### config.mk
export PLATFORM = sky130hd
export DESIGN_NAME = maze_loader_flat
export DESIGN_NICKNAME = d
export VERILOG_FILES = /design/src/rtl/maze_pkg.sv /design/src/rtl/maze_loader_if.sv /design/src/rtl/maze_pos_check.sv /design/src/rtl/maze_loader.sv /design/src/flat_wrapper.sv
export SDC_FILE = /design/constraint.sdc
export NUM_CORES = 1
export LEC_CHECK = 0
export ABC_AREA = 1
export ABC_CLOCK_PERIOD_IN_PS = 2200
export BUFFER_PORTS_ARGS = -buffer_cell sky130_fd_sc_hd__buf_2
export CAP_MARGIN = 20
export CORE_UTILIZATION = 48
export DETAILED_ROUTE_END_ITERATION = 6
export PLACE_DENSITY = 0.79
export SETUP_SLACK_MARGIN = 0.5
export SLEW_MARGIN = 20
export SYNTH_ARGS = -nofsm -noshare
export SYNTH_HDL_FRONTEND = slang
export SYNTH_SLANG_ARGS = --single-unit
### constraint.sdc
create_clock -name clk -period 2.2 [get_ports clk]
set_input_delay 0 -clock clk [delete_from_list [all_inputs] [get_ports clk]]
set_output_delay 0 -clock clk [all_outputs]
set_load 0.005 [all_outputs]
### src/rtl/maze_pkg.sv
// maze_pkg: shared constants, field slices and state enum
// for the maze map loader and its position checker.
package maze_pkg;

  localparam int MAP_WORDS = 10;
  localparam int ROW_W = 8;
  localparam int ADDR_W = 4;
  localparam logic [ADDR_W-1:0] ADDR_START = 4'b1000;
  localparam logic [ADDR_W-1:0] ADDR_END = 4'b1001;

  localparam int POS_W = 6;
  localparam int ROW_HI = 5;
  localparam int ROW_LO = 3;
  localparam int COL_HI = 2;
  localparam int COL_LO = 0;

  typedef enum logic [1:0] {
    S_IDLE,
    S_FETCH,
    S_DRAIN,
    S_CHECK
  } ld_state_t;

endpackage

### src/rtl/maze_loader_if.sv
// maze_loader_if: map ROM bank bus, one-hot enables,
// shared word address and per-ROM read data lanes.
interface maze_loader_if
  import maze_pkg::*;
#(
  parameter int NUM_MAPS = 4
);

  logic [NUM_MAPS-1:0] en;
  logic [ADDR_W-1:0] addr;
  logic [ROW_W*NUM_MAPS-1:0] data;

  modport master (
    output en,
    output addr,
    input data
  );

  modport slave (
    input en,
    input addr,
    output data
  );

endinterface

### src/rtl/maze_pos_check.sv
// maze_pos_check: flags a map whose start or end cell is
// closed, or whose start and end coincide.
module maze_pos_check
  import maze_pkg::*;
(
  input logic [63:0] maze_bits,
  input logic [POS_W-1:0] start_pos,
  input logic [POS_W-1:0] end_pos,
  output logic fail
);

  logic s_open;
  logic e_open;

  assign s_open = maze_bits[{start_pos[ROW_HI:ROW_LO],
                             start_pos[COL_HI:COL_LO]}];
  assign e_open = maze_bits[{end_pos[ROW_HI:ROW_LO],
                             end_pos[COL_HI:COL_LO]}];

  assign fail = ~s_open | ~e_open | (start_pos == end_pos);

endmodule

### src/rtl/maze_loader.sv
// maze_loader: reads one 10-word map ROM into the register image.
// Define MAZE_LOADER_CHECK_EN to reject bad start/end positions.
module maze_loader
  import maze_pkg::*;
#(
  parameter int NUM_MAPS = 4,
  parameter int SEL_W = 2
) (
  input logic clk,
  input logic rst_n,
  input logic load_req,
  input logic [SEL_W-1:0] map_sel,
  maze_loader_if.master rom,
  output logic [63:0] maze_bits,
  output logic [POS_W-1:0] start_pos,
  output logic [POS_W-1:0] end_pos,
  output logic busy,
  output logic done,
  output logic err,
  output logic map_valid
);

  localparam logic [SEL_W:0] N_MAPS = (SEL_W+1)'(NUM_MAPS);

  ld_state_t state;
  ld_state_t state_n;

  logic [SEL_W-1:0] sel_q;
  logic bad_q;
  logic sel_ok;
  logic accept;
  logic reject;
  logic pos_fail;
  logic err_n;
  logic [ROW_W-1:0] word;
  logic [ADDR_W-1:0] slot;

  assign sel_ok = {1'b0, map_sel} < N_MAPS;
  assign word = rom.data[ROW_W*sel_q +: ROW_W];
  assign slot = rom.addr - 4'd1;

`ifdef MAZE_LOADER_CHECK_EN
  maze_pos_check u_pos_check (
    .maze_bits(maze_bits),
    .start_pos(start_pos),
    .end_pos(end_pos),
    .fail(pos_fail)
  );
`else
  assign pos_fail = 1'b0;
`endif

  // a bad select leaves the old image, so its check is moot
  assign err_n = bad_q | pos_fail;

  // state register
  always_ff @(posedge clk) begin
    if (!rst_n) state <= S_IDLE;
    else state <= state_n;
  end

  // next-state and load/reject decode
  always_comb begin
    state_n = state;
    accept = 1'b0;
    reject = 1'b0;
    unique case (state)
      S_IDLE: begin
        if (load_req) begin
          if (sel_ok) begin
            accept = 1'b1;
            state_n = S_FETCH;
          end else begin
            reject = 1'b1;
            state_n = S_CHECK;
          end
        end
      end
      S_FETCH: begin
        if (rom.addr == ADDR_END) state_n = S_DRAIN;
      end
      S_DRAIN: state_n = S_CHECK;
      S_CHECK: state_n = S_IDLE;
      default: state_n = S_IDLE;
    endcase
  end

  // ROM sequencing, image capture and status outputs
  always_ff @(posedge clk) begin
    if (!rst_n) begin
      rom.en <= '0;
      rom.addr <= '0;
      sel_q <= '0;
      bad_q <= 1'b0;
      maze_bits <= '0;
      start_pos <= '0;
      end_pos <= '0;
      busy <= 1'b0;
      done <= 1'b0;
      err <= 1'b0;
      map_valid <= 1'b0;
    end else begin
      done <= 1'b0;
      unique case (state)
        S_IDLE: begin
          busy <= 1'b0;
          if (accept) begin
            busy <= 1'b1;
            map_valid <= 1'b0;
            rom.en <= NUM_MAPS'(1) << map_sel;
            rom.addr <= '0;
            sel_q <= map_sel;
            bad_q <= 1'b0;
          end else if (reject) begin
            busy <= 1'b1;
            bad_q <= 1'b1;
          end
        end
        S_FETCH: begin
          if (rom.addr != '0) begin
            if (slot == ADDR_START)
              start_pos <= word[POS_W-1:0];
            else
              maze_bits[{slot[2:0], 3'b000} +: ROW_W] <= word;
          end
          if (rom.addr == ADDR_END) rom.en <= '0;
          else rom.addr <= rom.addr + 4'd1;
        end
        S_DRAIN: begin
          end_pos <= word[POS_W-1:0];
        end
        S_CHECK: begin
          done <= 1'b1;
          err <= err_n;
          map_valid <= ~err_n;
        end
        default: ;
      endcase
    end
  end

endmodule

### src/flat_wrapper.sv
// flat-port wrapper written by rule: the top's interface ports become plain ports
module maze_loader_flat import maze_pkg::*;
#(
  parameter int NUM_MAPS = 4,
  parameter int SEL_W = 2
)
  (clk, rst_n, load_req, map_sel, maze_bits, start_pos, end_pos, busy, done, err, map_valid, rom_en, rom_addr, rom_data);
  maze_loader_if #(.NUM_MAPS(NUM_MAPS)) rom_i ();
  input logic clk;
  input logic rst_n;
  input logic load_req;
  input logic [SEL_W-1:0] map_sel;
  output logic [63:0] maze_bits;
  output logic [POS_W-1:0] start_pos;
  output logic [POS_W-1:0] end_pos;
  output logic busy;
  output logic done;
  output logic err;
  output logic map_valid;
  output wire logic [$bits(rom_i.en)-1:0] rom_en;
  output wire logic [$bits(rom_i.addr)-1:0] rom_addr;
  input wire logic [$bits(rom_i.data)-1:0] rom_data;
  assign rom_en = rom_i.en;
  assign rom_addr = rom_i.addr;
  assign rom_i.data = rom_data;
  maze_loader #(.NUM_MAPS(NUM_MAPS), .SEL_W(SEL_W)) u_core (.clk(clk), .rst_n(rst_n), .load_req(load_req), .map_sel(map_sel), .rom(rom_i), .maze_bits(maze_bits), .start_pos(start_pos), .end_pos(end_pos), .busy(busy), .done(done), .err(err), .map_valid(map_valid));
endmodule
* Yosys cells after proc, flatten, opt, wreduce, memory -nomap -nowiden
Cells that the tools add are included.
** Storage, ports and cells
- Logic and storage cells :: 57
- Input bits :: 37
- Bits in registers :: 93
** Operators by class
- Equal/unequal tests :: 9
- Reduce and logical (&&, ||, !) cells :: 11
- Bitwise gates (word level) :: 2
- Shift-type cells :: 4
- $add $sub $neg :: 3
- Muxes and demuxes :: 16
** Operators by type and width (number)
- $bwmux 64 :: 1
- $shift 8x8->64 const A :: 1
- $shiftx 8x8->64 :: 1
- $shiftx 32x6->8 :: 1
- $mux 4 :: 4
- $pmux 4 s2 :: 2
- $reduce_and 3->1 :: 4
- $eq 4x4->1 const B :: 2
- $neg 6->8 :: 1
- $pmux 2 s4 :: 1
- $reduce_and 2->1 :: 3
- $mux 1 :: 5
- $add 4x1->4 const B :: 1
- $eq 2x2->1 const B :: 2
- $mux 2 :: 2
- $ne 2x1->1 const B :: 2
- $ne 2x2->1 const B :: 2
- $reduce_bool 2->1 :: 2
- $reduce_bool 4->1 :: 1
- $shl 1x2->4 const A :: 1
- $sub 4x1->4 const B :: 1
- $eq 2x1->1 const B :: 1
- $logic_not 2->1 :: 1
- $not 1->1 :: 2
- $pmux 1 s2 :: 1

* Logic depth before layout (Yosys ltp)
- Depth in word-level cells :: 4
- Mapped depth :: 14
- Mapped depth without buffers :: 13

* Worst setup path before layout
Ideal clock, no wire load.
- Kind :: register to register
- Start :: register u_core.rom.addr[0]
- End :: register u_core.maze_bits[1]
- Library setup time :: 0.114 ns
- Clock period less this slack :: 2.320 ns
- Path buffers :: 0
- Data required time :: 2.086 ns
- Stages on the path, launching flop included :: 13
- Arrival :: 2.206 ns
- Path slack :: -0.120 ns
- Path through :: dfxtp_1 -> inv_2 -> ha_1 -> inv_1 -> nand2_1 -> nand2_1 -> ha_1 -> inv_1 -> nand2_1 -> nor3_4 -> nand3_2 -> nor2_1 -> nor2_1
** On the way
- Cells in the longest elaborated chain, start to end :: 4
** RTL lines
- start, declared :: RTL line maze_loader_if.sv:15 : output addr,
- start signal, assigned :: RTL line maze_loader.sv:127 : else rom.addr <= rom.addr + 4'd1;
- $sub 4x1->4 :: RTL line maze_loader.sv:40 : assign slot = rom.addr - 4'd1;
- $neg 6->8 / $eq 4x4->1 (equally long branches) :: RTL line maze_loader.sv:124, maze_loader.sv:121
- $shiftx 8x8->64, or another cell as far along :: RTL line maze_loader.sv:124 : maze_bits[{slot[2:0], 3'b000} +: ROW_W] <= word;
- $bwmux 64 / $reduce_and 3->1 (equally long branches)
- end signal, assigned by index :: RTL line maze_loader.sv:124
- end, declared :: RTL line maze_loader.sv:14 : output logic [63:0] maze_bits,
Parallel ways exist; a longest one is shown, timed or not.
A chain may end at the register's enable or synchronous reset.

* Final worst setup path
- Start :: register u_core.rom.addr[1]
- End :: register u_core.maze_bits[36]
Same word-level chain as after synthesis.

==> results.txt <==
Clock buffer count from CTS = 9
Most used standard cell by instance count after synthesis = nand2_1
Setup TNS Final = 0 ps
RSZ-0062 raised after global routing = yes
DRT met1 WL = 5630 microns
Clock H-tree levels = 3
Crit Path Max Fanout = 7
CTS tree = built
Maximum clock insertion buffer count = 2
Tcrit/Tclk final = 0.870
Die ar. = 10100 sq um
PwrDens = 1010 nW/um^2
RD Place Congestion = 0.857
Die height = 100 microns
Port bufs = 123
Pleak = 0.00336 uW
Hpwl dp = 8310 microns
CTS Sinks = 91
Antenna diodes = 0
Yosys reg bits = 91
Max VDD drop = 0.654 mV
Number of synthesized flops with an enable pin = 0
Detailed Routing Iterations Pass 1 = 5
Top FF cell, synth = dfxtp_1
CP Capture Type = flip-flop
Final Max Tran Viols = 0
Layout net count = 919
Core ar. = 9330 sq um
Setup-failing EPs final = 0
Synth Net Count = 762
Max cap viols = 0
Area Growth Syn to Fin = 36.5%
DR DRC count = 0
Top-area cell type share of the netlist area = 0.392
Root buffer cell = clkbuf_8
Synth area leader = dfxtp_1
Uppermost layer routed = met4
Wire per inst = 13.3 microns
Routed WL = 13300 microns
First-pass GRT wire length = 20800 microns
Clock Skews = 11.5 ps
Final worst setup slack = 285 ps
# IOs = 125
Die span in x = 100 microns
Initial DRC count = 384
Clock Pin Slew Worst Setup and Hold Paths = 90 ps
Synthesized instance count = 713
Req. time, crit path = 2460 ps
Syn_area_per_cell = 6.52 sq um
Rel. slew slack = 0.601
Final hold vios = 0
Row cnt = 35
Worst Tran Pin Value = 598 ps
Synth cell types = 34
Ys Warns = 0
Clock period minus worst slack = 1910 ps
Clk_lat worst skew = 360 ps
Synth top cells by count = nand2_1, nor2_1, inv_1
Sequential-to-total area share from yosys stat = 0.392
Initial core utilization = 0.499
Hold WC Path Type = input port to flip-flop
Area of the multi-input gates = 2670 sq um
Layout cells sized above 1 = 0.311
Fmax = 0.522 GHz
CP Launch Type = flip-flop
Metal3 WL = 857 microns
CP Class = flip-flop to flip-flop
Initial antenna violation count = 0
Post-synth ARST share = 0
Synth area leaders = dfxtp_1, nand2_1, nor2_1
Final ANT Viol Nets = 0
DR WL met2 = 6430 microns
Largest net degree at the start of global routing = 49
Worst EP arrival = 2180 ps
Number of global-route vias before repair = 4399
Vias = 4989
Filler cell count = 772
Place WS = 162 ps
GRT overflow = 0
Syn Std Cell Area = 4650 sq um
Via-per-instance ratio = 4.97
Register area = 1830 sq um
Outcome = completed
R2r setup slk = 290 ps
GR Util All Layers = 0.263
[worst paths after layout]
path | end | from | cells after the start
max | u_core.maze_bits[36]$_SDFFE_PN0P_ | u_core.rom.addr[1]$_SDFFE_PN0P_ | 12
min | u_core.start_pos[5]$_SDFFE_PN0P_ | rom_data[5] | 5
max reg2reg | u_core.maze_bits[36]$_SDFFE_PN0P_ | u_core.rom.addr[1]$_SDFFE_PN0P_ | 12
min reg2reg | u_core.busy$_SDFFE_PN0N_ | u_core.busy$_SDFFE_PN0N_ | 2
[sequential cells by signal, summed over array words and instances, names as in the netlist]
signal and cells:
u_core.start_pos 6, u_core.maze_bits 64, u_core.map_valid 1, u_core.state 2, u_core.end_pos 6, u_core.rom.en 4
u_core.sel_q 2, u_core.done 1, u_core.rom.addr 4, u_core.busy 1
[stage by stage]
stage | instances | hold WS (ps) | total power [uW] | utilization | area (sq um)
after floorplan | 713 | 193 | 3720 | - | 4740
after global placement | 945 | 335 | 4340 | 0.581 | 5420
after detailed placement | 945 | 339 | 4360 | 0.581 | 5420
after CTS | 995 | 52.0 | 6100 | 0.658 | 6140
after global routing | 1004 | 85.2 | 6810 | 0.680 | 6350
final | 1004 | 59.0 | 6420 | 0.680 | 6350
[power breakdown]
group	internal (uW)	switching, uW	total, uW	leakage (uW)
clock network	526	595	1120	0.0000927
registers	1840	125	1960	0.000737
logic	1210	2130	3340	0.00253
total	3570	2850	6420	0.00336
[critical path, cell delays in order (launching register included)]
cell and delay (ps):
dfxtp_4 370, inv_6 80, ha_4 150, inv_2 40
nand2_2 80, nand2_4 70, ha_4 320, inv_8 50
nor3_4 200, buf_4 180, nand4_1 120, nand2_1 100
nor2_1 50
[layout make-up]
cell class,count,share of cell area
Inverter,104,0.0647
Clock inverter,6,0.0101
Tap cell,129,0.0254
Clock buffer,10,0.0201
Timing Repair Buffer,166,0.171
Multi-Input combinational cell,498,0.420
Sequential cell,91,0.288
[placed cells by master, fill, tap and decap left out, types with 2 or more instances in the layout]
master	Yosys	final
o211ai_1	3	3
a21oi_2	0	3
nand3_1	20	20
o21ai_0	18	18
nand2_1	207	178
clkinvlp_4	0	2
dlygate4sd3_1	0	3
dfxtp_4	0	2
nand2_2	1	26
nor3_1	6	6
buf_4	4	25
inv_6	0	2
inv_8	0	2
a211oi_1	3	3
clkbuf_8	0	9
clkinv_2	0	2
buf_2	4	124
ha_2	0	2
inv_2	3	3
nand4_1	15	15
inv_1	101	98
nor3_4	2	2
buf_6	6	6
buf_12	0	6
nor2_4	1	9
ha_1	12	8
nand3_4	6	16
nor2_2	1	18
ha_4	0	2
nor2_1	162	137
nand2_4	0	4
a21oi_1	22	19
dfxtp_1	91	89
[layer usage]
| layer | vias up | GRT usage |
|---|---|---|
| met1 | 2247 | 0.331 |
| met5 | - | 0 |
| met3 | 38 | 0.0578 |
| li1 | 2491 | - |
| met4 | 0 | 0.101 |
| met2 | 213 | 0.441 |
[cell families after synthesis]
kind of cell / after synthesis / share of synthesized area
compound gates: 50 / 0.0600
xor+xnor: 1 / 0.00188
fa+ha+maj: 12 / 0.0323
buf+inv: 132 / 0.123
flops: 91 / 0.392
other cells: 1 / 0.000806
simple gates: 426 / 0.390
[timing repair]
item                                   CTS  global route
hold buffers                             3             0
buffers inserted                        20             9
setup endpoints to repair               74            75
endpoints found under the hold margin    4             0
gates resized for setup                 36            48
cloned                                  11             0
pin swaps                               27            27
(Power assumes the default switching activity.)
